[config.mk]
export PLATFORM = sky130hd
export DESIGN_NAME = vx_pe_dispatch_flat
export DESIGN_NICKNAME = d
export VERILOG_FILES = /design/src/rtl/vx_pe_dispatch_pkg.sv /design/src/rtl/vx_pe_dispatch_if.sv /design/src/rtl/vx_pe_dispatch_stream_arb.sv /design/src/rtl/vx_pe_dispatch.sv /design/src/flat_wrapper.sv
export SDC_FILE = /design/constraint.sdc
export NUM_CORES = 1
export LEC_CHECK = 0
export BUFFER_PORTS_ARGS = -buffer_cell sky130_fd_sc_hd__buf_2
export CORE_MARGIN = 10
export CORE_UTILIZATION = 30
export CTS_CLUSTER_DIAMETER = 80
export DETAILED_ROUTE_END_ITERATION = 10
export PLACE_DENSITY = 0.58
export SLEW_MARGIN = 20
export SYNTH_ARGS = -nofsm -noshare
export SYNTH_HDL_FRONTEND = slang
export SYNTH_SLANG_ARGS = --single-unit
export TNS_END_PERCENT = 30
[constraint.sdc]
create_clock -name clk -period 2.2 [get_ports clk]
set_input_delay 0.11 -clock clk [delete_from_list [all_inputs] [get_ports clk]]
set_output_delay 0.11 -clock clk [all_outputs]
set_load 0.01 [all_outputs]
[src/rtl/vx_pe_dispatch_pkg.sv]
// Shared types and helpers for the PE dispatch block: the RUN/DRAIN state
// encoding and a width helper for select and index fields.
package vx_pe_dispatch_pkg;

    typedef enum logic [0:0] {
        ST_RUN   = 1'b0,
        ST_DRAIN = 1'b1
    } dispatch_state_e;

    // Always returns at least 1, so a single-PE build still gets a 1-bit select.
    function automatic int up_clog2(input int n);
        return (n > 1) ? $clog2(n) : 1;
    endfunction

endpackage

[src/rtl/vx_pe_dispatch_if.sv]
// Bundle of host-side and PE-side handshakes around the dispatcher.
// The dispatcher uses the slave modport; the environment uses the master modport.
interface vx_pe_dispatch_if #(
    parameter int PE_COUNT    = 2,
    parameter int REQ_DATAW   = 64,
    parameter int RSP_DATAW   = 64,
    parameter int MAX_PENDING = 4
);
    localparam int SELW = vx_pe_dispatch_pkg::up_clog2(PE_COUNT);
    localparam int CNTW = $clog2(MAX_PENDING + 1);

    logic                                req_valid;
    logic                                req_ready;
    logic [REQ_DATAW-1:0]                req_data;
    logic [SELW-1:0]                     req_sel;

    logic [PE_COUNT-1:0]                 pe_req_valid;
    logic [PE_COUNT-1:0]                 pe_req_ready;
    logic [PE_COUNT-1:0][REQ_DATAW-1:0]  pe_req_data;

    logic [PE_COUNT-1:0]                 pe_rsp_valid;
    logic [PE_COUNT-1:0]                 pe_rsp_ready;
    logic [PE_COUNT-1:0][RSP_DATAW-1:0]  pe_rsp_data;

    logic                                rsp_valid;
    logic                                rsp_ready;
    logic [RSP_DATAW-1:0]                rsp_data;
    logic [SELW-1:0]                     rsp_pe;

    logic                                flush;
    logic                                busy;
    logic [PE_COUNT-1:0][CNTW-1:0]       pending;
    logic                                err_underflow;

    modport slave (
        input  req_valid, req_data, req_sel, pe_req_ready, pe_rsp_valid, pe_rsp_data,
               rsp_ready, flush,
        output req_ready, pe_req_valid, pe_req_data, pe_rsp_ready, rsp_valid, rsp_data,
               rsp_pe, busy, pending, err_underflow
    );

    modport master (
        output req_valid, req_data, req_sel, pe_req_ready, pe_rsp_valid, pe_rsp_data,
               rsp_ready, flush,
        input  req_ready, pe_req_valid, pe_req_data, pe_rsp_ready, rsp_valid, rsp_data,
               rsp_pe, busy, pending, err_underflow
    );

endinterface

[src/rtl/vx_pe_dispatch_stream_arb.sv]
// Round-robin stream arbiter: merges N valid/ready streams into one, tagging each
// beat with its source index, with an optional registered output stage.
module vx_pe_dispatch_stream_arb
    import vx_pe_dispatch_pkg::*;
#(
    parameter int NUM_INPUTS = 2,
    parameter int DATAW      = 64,
    parameter int OUT_BUF    = 1,
    localparam int SELW      = up_clog2(NUM_INPUTS)
) (
    input  logic                              clk,
    input  logic                              reset_n,
    input  logic [NUM_INPUTS-1:0]             valid_in,
    output logic [NUM_INPUTS-1:0]             ready_in,
    input  logic [NUM_INPUTS-1:0][DATAW-1:0]  data_in,
    output logic                              valid_out,
    input  logic                              ready_out,
    output logic [DATAW-1:0]                  data_out,
    output logic [SELW-1:0]                   sel_out
);

    logic [SELW-1:0] rr_ptr;
    logic [SELW-1:0] grant;
    logic            grant_valid;
    logic            load_ok;
    logic            fire;

    // Search starts at the pointer and wraps, so the first valid input found wins.
    always_comb begin
        grant       = '0;
        grant_valid = 1'b0;
        for (int k = 0; k < NUM_INPUTS; k++) begin
            if (!grant_valid && valid_in[(int'(rr_ptr) + k) % NUM_INPUTS]) begin
                grant_valid = 1'b1;
                grant       = SELW'((int'(rr_ptr) + k) % NUM_INPUTS);
            end
        end
    end

    assign fire = reset_n && grant_valid && load_ok;

    always_comb begin
        ready_in = '0;
        for (int i = 0; i < NUM_INPUTS; i++) begin
            ready_in[i] = fire && (int'(grant) == i);
        end
    end

    always_ff @(posedge clk) begin
        if (!reset_n) begin
            rr_ptr <= '0;
        end else if (fire) begin
            rr_ptr <= SELW'((int'(grant) + 1) % NUM_INPUTS);
        end
    end

    if (OUT_BUF != 0) begin : g_out_reg
        logic             out_valid;
        logic [DATAW-1:0] out_data;
        logic [SELW-1:0]  out_sel;

        assign load_ok = !out_valid || ready_out;

        always_ff @(posedge clk) begin
            if (!reset_n) begin
                out_valid <= 1'b0;
                out_data  <= '0;
                out_sel   <= '0;
            end else if (fire) begin
                out_valid <= 1'b1;
                out_data  <= data_in[grant];
                out_sel   <= grant;
            end else if (ready_out) begin
                out_valid <= 1'b0;
            end
        end

        assign valid_out = out_valid;
        assign data_out  = out_data;
        assign sel_out   = out_sel;
    end else begin : g_out_comb
        assign load_ok   = ready_out;
        assign valid_out = reset_n && grant_valid;
        assign data_out  = data_in[grant];
        assign sel_out   = grant;
    end

endmodule

[src/rtl/vx_pe_dispatch.sv]
// Request dispatcher for a set of processing elements: routes host requests to
// per-PE one-entry buffers, tracks outstanding work and merges PE responses.
module vx_pe_dispatch
    import vx_pe_dispatch_pkg::*;
#(
    parameter int PE_COUNT    = 2,
    parameter int REQ_DATAW   = 64,
    parameter int RSP_DATAW   = 64,
    parameter int MAX_PENDING = 4,
    parameter int SEL_MODE    = 0
) (
    input  logic                   clk,
    input  logic                   reset_n,
    vx_pe_dispatch_if.slave        bus
);

    localparam int SELW = up_clog2(PE_COUNT);
    localparam int CNTW = $clog2(MAX_PENDING + 1);
    localparam logic [CNTW-1:0] MAX_CNT = CNTW'(MAX_PENDING);

    dispatch_state_e                    state;
    dispatch_state_e                    state_next;
    logic [PE_COUNT-1:0]                rq_valid;
    logic [PE_COUNT-1:0][REQ_DATAW-1:0] rq_data;
    logic [PE_COUNT-1:0][CNTW-1:0]      pending;
    logic                               err_underflow;
    logic [SELW-1:0]                    target;
    logic [CNTW-1:0]                    best_cnt;
    logic                               target_ok;
    logic                               req_ready_c;
    logic                               accept;
    logic                               all_idle;
    logic [PE_COUNT-1:0]                inc_vec;
    logic [PE_COUNT-1:0]                arb_ready;
    logic [PE_COUNT-1:0]                rsp_fire;

    // Least-loaded mode keeps the earliest minimum, so ties go to the lowest index.
    always_comb begin
        target    = '0;
        target_ok = 1'b0;
        best_cnt  = pending[0];
        if (SEL_MODE == 0) begin
            target    = bus.req_sel;
            target_ok = (int'(bus.req_sel) < PE_COUNT);
        end else begin
            target_ok = 1'b1;
            for (int i = 1; i < PE_COUNT; i++) begin
                if (pending[i] < best_cnt) begin
                    target   = SELW'(i);
                    best_cnt = pending[i];
                end
            end
        end
    end

    always_comb begin
        req_ready_c = 1'b0;
        if (reset_n && (state == ST_RUN) && target_ok) begin
            req_ready_c = (!rq_valid[target] || bus.pe_req_ready[target])
                          && (pending[target] < MAX_CNT);
        end
    end

    assign accept = bus.req_valid && req_ready_c;

    always_comb begin
        inc_vec = '0;
        for (int i = 0; i < PE_COUNT; i++) begin
            inc_vec[i] = accept && (int'(target) == i);
        end
    end

    always_ff @(posedge clk) begin
        if (!reset_n) begin
            rq_valid <= '0;
            rq_data  <= '0;
        end else begin
            for (int i = 0; i < PE_COUNT; i++) begin
                if (inc_vec[i]) begin
                    rq_valid[i] <= 1'b1;
                    rq_data[i]  <= bus.req_data;
                end else if (bus.pe_req_ready[i]) begin
                    rq_valid[i] <= 1'b0;
                end
            end
        end
    end

    assign rsp_fire = bus.pe_rsp_valid & arb_ready;

    // A response with nothing outstanding saturates at zero and latches the error.
    always_ff @(posedge clk) begin
        if (!reset_n) begin
            pending       <= '0;
            err_underflow <= 1'b0;
        end else begin
            for (int i = 0; i < PE_COUNT; i++) begin
                if (inc_vec[i] && !rsp_fire[i]) begin
                    pending[i] <= pending[i] + 1'b1;
                end else if (rsp_fire[i] && !inc_vec[i]) begin
                    if (pending[i] == '0) begin
                        err_underflow <= 1'b1;
                    end else begin
                        pending[i] <= pending[i] - 1'b1;
                    end
                end
            end
        end
    end

    assign all_idle = (rq_valid == '0) && (pending == '0);

    always_ff @(posedge clk) begin
        if (!reset_n) begin
            state <= ST_RUN;
        end else begin
            state <= state_next;
        end
    end

    always_comb begin
        state_next = state;
        case (state)
            ST_RUN:   if (bus.flush) state_next = ST_DRAIN;
            ST_DRAIN: if (all_idle)  state_next = ST_RUN;
            default:  state_next = ST_RUN;
        endcase
    end

    vx_pe_dispatch_stream_arb #(
        .NUM_INPUTS (PE_COUNT),
        .DATAW      (RSP_DATAW),
        .OUT_BUF    (1)
    ) rsp_arb (
        .clk       (clk),
        .reset_n   (reset_n),
        .valid_in  (bus.pe_rsp_valid),
        .ready_in  (arb_ready),
        .data_in   (bus.pe_rsp_data),
        .valid_out (bus.rsp_valid),
        .ready_out (bus.rsp_ready),
        .data_out  (bus.rsp_data),
        .sel_out   (bus.rsp_pe)
    );

    assign bus.req_ready     = req_ready_c;
    assign bus.pe_req_valid  = rq_valid;
    assign bus.pe_req_data   = rq_data;
    assign bus.pe_rsp_ready  = arb_ready;
    assign bus.busy          = (state == ST_DRAIN);
    assign bus.pending       = pending;
    assign bus.err_underflow = err_underflow;

endmodule

[src/flat_wrapper.sv]
// flat-port wrapper written by rule: the top's interface ports become plain ports
module vx_pe_dispatch_flat import vx_pe_dispatch_pkg::*;
#(
    parameter int PE_COUNT    = 2,
    parameter int REQ_DATAW   = 64,
    parameter int RSP_DATAW   = 64,
    parameter int MAX_PENDING = 4,
    parameter int SEL_MODE    = 0
)
  (clk, reset_n, bus_req_valid, bus_req_data, bus_req_sel, bus_pe_req_ready, bus_pe_rsp_valid, bus_pe_rsp_data, bus_rsp_ready, bus_flush, bus_req_ready, bus_pe_req_valid, bus_pe_req_data, bus_pe_rsp_ready, bus_rsp_valid, bus_rsp_data, bus_rsp_pe, bus_busy, bus_pending, bus_err_underflow);
  vx_pe_dispatch_if #(.PE_COUNT(PE_COUNT), .REQ_DATAW(REQ_DATAW), .RSP_DATAW(RSP_DATAW), .MAX_PENDING(MAX_PENDING)) bus_i ();
  input  logic clk;
  input  logic reset_n;
  input wire logic [$bits(bus_i.req_valid)-1:0] bus_req_valid;
  input wire logic [$bits(bus_i.req_data)-1:0] bus_req_data;
  input wire logic [$bits(bus_i.req_sel)-1:0] bus_req_sel;
  input wire logic [$bits(bus_i.pe_req_ready)-1:0] bus_pe_req_ready;
  input wire logic [$bits(bus_i.pe_rsp_valid)-1:0] bus_pe_rsp_valid;
  input wire logic [$bits(bus_i.pe_rsp_data)-1:0] bus_pe_rsp_data;
  input wire logic [$bits(bus_i.rsp_ready)-1:0] bus_rsp_ready;
  input wire logic [$bits(bus_i.flush)-1:0] bus_flush;
  output wire logic [$bits(bus_i.req_ready)-1:0] bus_req_ready;
  output wire logic [$bits(bus_i.pe_req_valid)-1:0] bus_pe_req_valid;
  output wire logic [$bits(bus_i.pe_req_data)-1:0] bus_pe_req_data;
  output wire logic [$bits(bus_i.pe_rsp_ready)-1:0] bus_pe_rsp_ready;
  output wire logic [$bits(bus_i.rsp_valid)-1:0] bus_rsp_valid;
  output wire logic [$bits(bus_i.rsp_data)-1:0] bus_rsp_data;
  output wire logic [$bits(bus_i.rsp_pe)-1:0] bus_rsp_pe;
  output wire logic [$bits(bus_i.busy)-1:0] bus_busy;
  output wire logic [$bits(bus_i.pending)-1:0] bus_pending;
  output wire logic [$bits(bus_i.err_underflow)-1:0] bus_err_underflow;
  assign bus_i.req_valid = bus_req_valid;
  assign bus_i.req_data = bus_req_data;
  assign bus_i.req_sel = bus_req_sel;
  assign bus_i.pe_req_ready = bus_pe_req_ready;
  assign bus_i.pe_rsp_valid = bus_pe_rsp_valid;
  assign bus_i.pe_rsp_data = bus_pe_rsp_data;
  assign bus_i.rsp_ready = bus_rsp_ready;
  assign bus_i.flush = bus_flush;
  assign bus_req_ready = bus_i.req_ready;
  assign bus_pe_req_valid = bus_i.pe_req_valid;
  assign bus_pe_req_data = bus_i.pe_req_data;
  assign bus_pe_rsp_ready = bus_i.pe_rsp_ready;
  assign bus_rsp_valid = bus_i.rsp_valid;
  assign bus_rsp_data = bus_i.rsp_data;
  assign bus_rsp_pe = bus_i.rsp_pe;
  assign bus_busy = bus_i.busy;
  assign bus_pending = bus_i.pending;
  assign bus_err_underflow = bus_i.err_underflow;
  vx_pe_dispatch #(.PE_COUNT(PE_COUNT), .REQ_DATAW(REQ_DATAW), .RSP_DATAW(RSP_DATAW), .MAX_PENDING(MAX_PENDING), .SEL_MODE(SEL_MODE)) u_core (.clk(clk), .reset_n(reset_n), .bus(bus_i));
endmodule
==> results by group <==
Run status
  • Status: completed

STA
  • Fmax: 460 MHz
  • Max transition margin: 0.411
  • Tcrit/Tclk final: 0.987
  • Max-slew violations: 0
  • Worst clock skew: 0.0181 ns
  • Least-Margin Pin Slew: 0.884 ns
  • Min Tclk post-route: 2.17 ns
  • Hold Violations, Final: 0
  • RSZ-0062 raised after global routing: true
  • TNS Setup: 0 ns
  • Endpoints failing setup: 0
  • Hold WS: 0.106 ns

Synthesis
  • Flops & latches, synth: 205
  • Area leader, netlist: dfxtp_1
  • Fraction of registers with async set/reset: 0
  • Syn Nets: 1,293
  • Top_reg_cell synth: dfxtp_1
  • Register area share after synthesis: 0.429
  • Synth top cells by count: dfxtp_1 (205), a21oi_1 (136), o31ai_1 (130)
  • Mean Syn Cell Area: 8.82 µm²
  • Cell Area, Synth: 0.00957 mm²
  • Synth area leaders: dfxtp_1 (43%), o31ai_1 (10%), nand4_1 (8.4%), a21oi_1 (7.1%), nand3b_1 (5.1%)
  • Synthesized instance count: 1,085
  • Synth Warn #: 0
  • Most common cell in the synthesized netlist: dfxtp_1
  • Post-synth top area share: 0.429
  • Post-synth EDFFs: 0
  • Count of cell types in the netlist: 42

Global routing
  • Largest net degree at the start of global routing: 129
  • Vias in the first global route: 11,500
  • Gr usage total: 0.211
  • First-pass GRT wire length: 68,500 µm
  • Initial antenna violation count: 5
  • Gr ovfl total: 0

CTS
  • Root Driver: clkbuf_16
  • CTS buffer count: 25
  • CTS tree: built
  • Clock transition at the registers of the reported paths: 0.06 ns
  • Clk_lat worst skew: 0.53 ns
  • Clock Sink Count: 205
  • Bufs on Longest Clock Path: 3
  • CTS HTree Levels: 1

Drt
  • Routed WL per cell: 22.1 µm
  • Vias/cell: 5.74
  • Vias: 11,600
  • Drt first-iter violations: 753
  • Routed WL: 44,500 µm
  • Drt first pass iters: 7
  • Routed Antenna Nets: 0
  • DRC errors left: 0

Floorplan
  • Die Wd: 199 µm
  • Row count: 65
  • Initial Util: 0.304
  • Die area: 0.0394 mm²
  • Core area: 0.0315 mm²
  • I/O Pins: 409
  • Die height: 199 µm

Power
  • Worst vdd ir: 0.509 mV
  • Pleak: 0.00593 µW
  • Total Power: 10,100 µW
  • Internal power: 7310 µW
  • Combinational group share of total power: 0.192
  • Sw Share: 0.280
  • Sequential Power Share: 0.396
  • Pwr Density: 691 mW/mm²
  • Clock group share of total power: 0.411
  • Net switching power: 2840 µW

Setup path
  • Worst Path Required: 2.65 ns
  • CP Data Arrival Time: 2.62 ns
  • Endpoint class of the critical path: register
  • CP most frequent cell: inv_2
  • Crit start category: register
  • Worst R2R Start: u_core.bus.busy$_SDFF_PN0_
  • Worst-path cell chain: and3b_4, buf_4, nand3_2, inv_2, ha_4, inv_2, fa_2, xor2_1, or4_1, a21oi_1
  • Crit Path Max Fanout: 4
  • Slowest stage cell on the critical path: or4_1
  • Critical Path Start: u_core.bus.busy$_SDFF_PN0_
  • Critical Path Max Stage Delay: 0.39 ns
  • Setup CP Type: register to register

Placement
  • GPL Wtd Cong: 0.794
  • PortBufs: 408
  • Post-DP HPWL: 27,500 µm

Job
  • Maxcap violations: 0

Hold path
  • Worst Hold Class: input pin to register
  • Min-delay src: bus_req_sel

Layout
  • Share of layout cells above drive strength 1: 0.330
  • Nets: 1,796
  • Area Overhead vs Synth: 53.4%
## area by class of cell
type                       instances  area [µm²]
multi-input combinational        705        4830
antenna                            5        12.5
fill                            2922       16800
clock inverter                     5        81.3
inverter                           9        38.8
sequential                       205        4110
clock buffer                      39         748
timing repair buffer             642        4350
tap                              402         503
## power by group through the flow
stage	Combinational [µW]	Sequential [µW]	Clock, µW
global route	2120	4040	4400
floorplan	856	4170	0
finish	1950	4020	4170
global placement	1640	4100	0
CTS	1930	4020	4300
detailed placement	1650	4100	0
## metrics by stage
stage	cells	setup slack [ns]	utilization	instance area, µm²
global route	2010	-0.0628	0.466	14700
CTS	2005	0.0368	0.464	14600
global placement	1767	0.0708	0.375	11800
detailed placement	1767	0.0612	0.375	11800
floorplan	1085	-0.148	-	9600
finish	2012	0.0277	0.466	14700
## layer usage
metal  share of wire  GRT usage  wire length (µm)
met1            0.39      0.265             17400
met2            0.46      0.333             20300
met3            0.13     0.0743              5640
met4           0.026     0.0636              1150
met5         0.00052          0                23
## cells in the final DEF, fill, tap and decap left out, types with 34 or more instances in the layout
master | synthesis | routed
dfxtp_1 | 205 | 204
a311oi_1 | 47 | 47
a31oi_1 | 65 | 65
a21oi_1 | 136 | 135
o31ai_1 | 130 | 130
buf_2 | 34 | 408
o21ai_1 | 34 | 34
nand4_1 | 128 | 128
dlygate4sd3_1 | 0 | 194
nand3b_1 | 65 | 65
## logic make-up (layout without fill, tap and decap cells)
kind of cell,after synthesis,after routing,synth area share
and+or+nand+nor,231,231,0.158
xor gates and xnor gates,2,2,0.00183
buffers and inverters,175,695,0.0772
DFF,205,205,0.429
other,0,5,0
AOI/OAI and AO/OA,466,466,0.325
adders and majority gates,6,6,0.00942
## critical path: cells and delay by family (launching register included)
kind / cells / cell delay [ns]
AO/OA/AOI/OAI: 1 / 0.13
XOR/XNOR: 1 / 0.15
adder cells (fa/ha/maj): 2 / 0.49
buffers and inverters: 3 / 0.24
flip-flops: 1 / 0.30
AND/OR/NAND/NOR: 3 / 0.80
## timing repair
action	in CTS	in global routing
hold buffers	194	0
endpoints found under the setup margin	2	7
buffers inserted	0	2
hold endpoints to repair	194	0
pin swaps	0	2
resized for setup	6	14
## state kept, by name (all words and copies together) (netlist names)
register and count:
u_core.bus.pe_req_valid 2, u_core.bus.busy 1, u_core.best_cnt 3, u_core.rsp_arb.rr_ptr 1, u_core.rsp_arb.sel_out 1, u_core.bus.err_underflow 1, u_core.rsp_arb.valid_out 1, u_core.rsp_arb.data_out 64
u_core.bus.pe_req_data 128, u_core.bus.pending 3
## worst paths after layout
path | endpoint | slack [ns] | cells past startpoint
hold reg to reg | u_core.bus.pe_req_data[82]$_SDFFE_PN0P_ | 0.47 | 2
setup reg to reg | u_core.best_cnt[2]$_SDFFE_PN0P_ | 0.03 | 10
hold / removal | u_core.bus.pe_req_valid[0]$_SDFFE_PN0P_ | 0.11 | 5
setup / recovery | u_core.best_cnt[2]$_SDFFE_PN0P_ | 0.03 | 10
No activity file was read; power rests on OpenSTA's default activity.
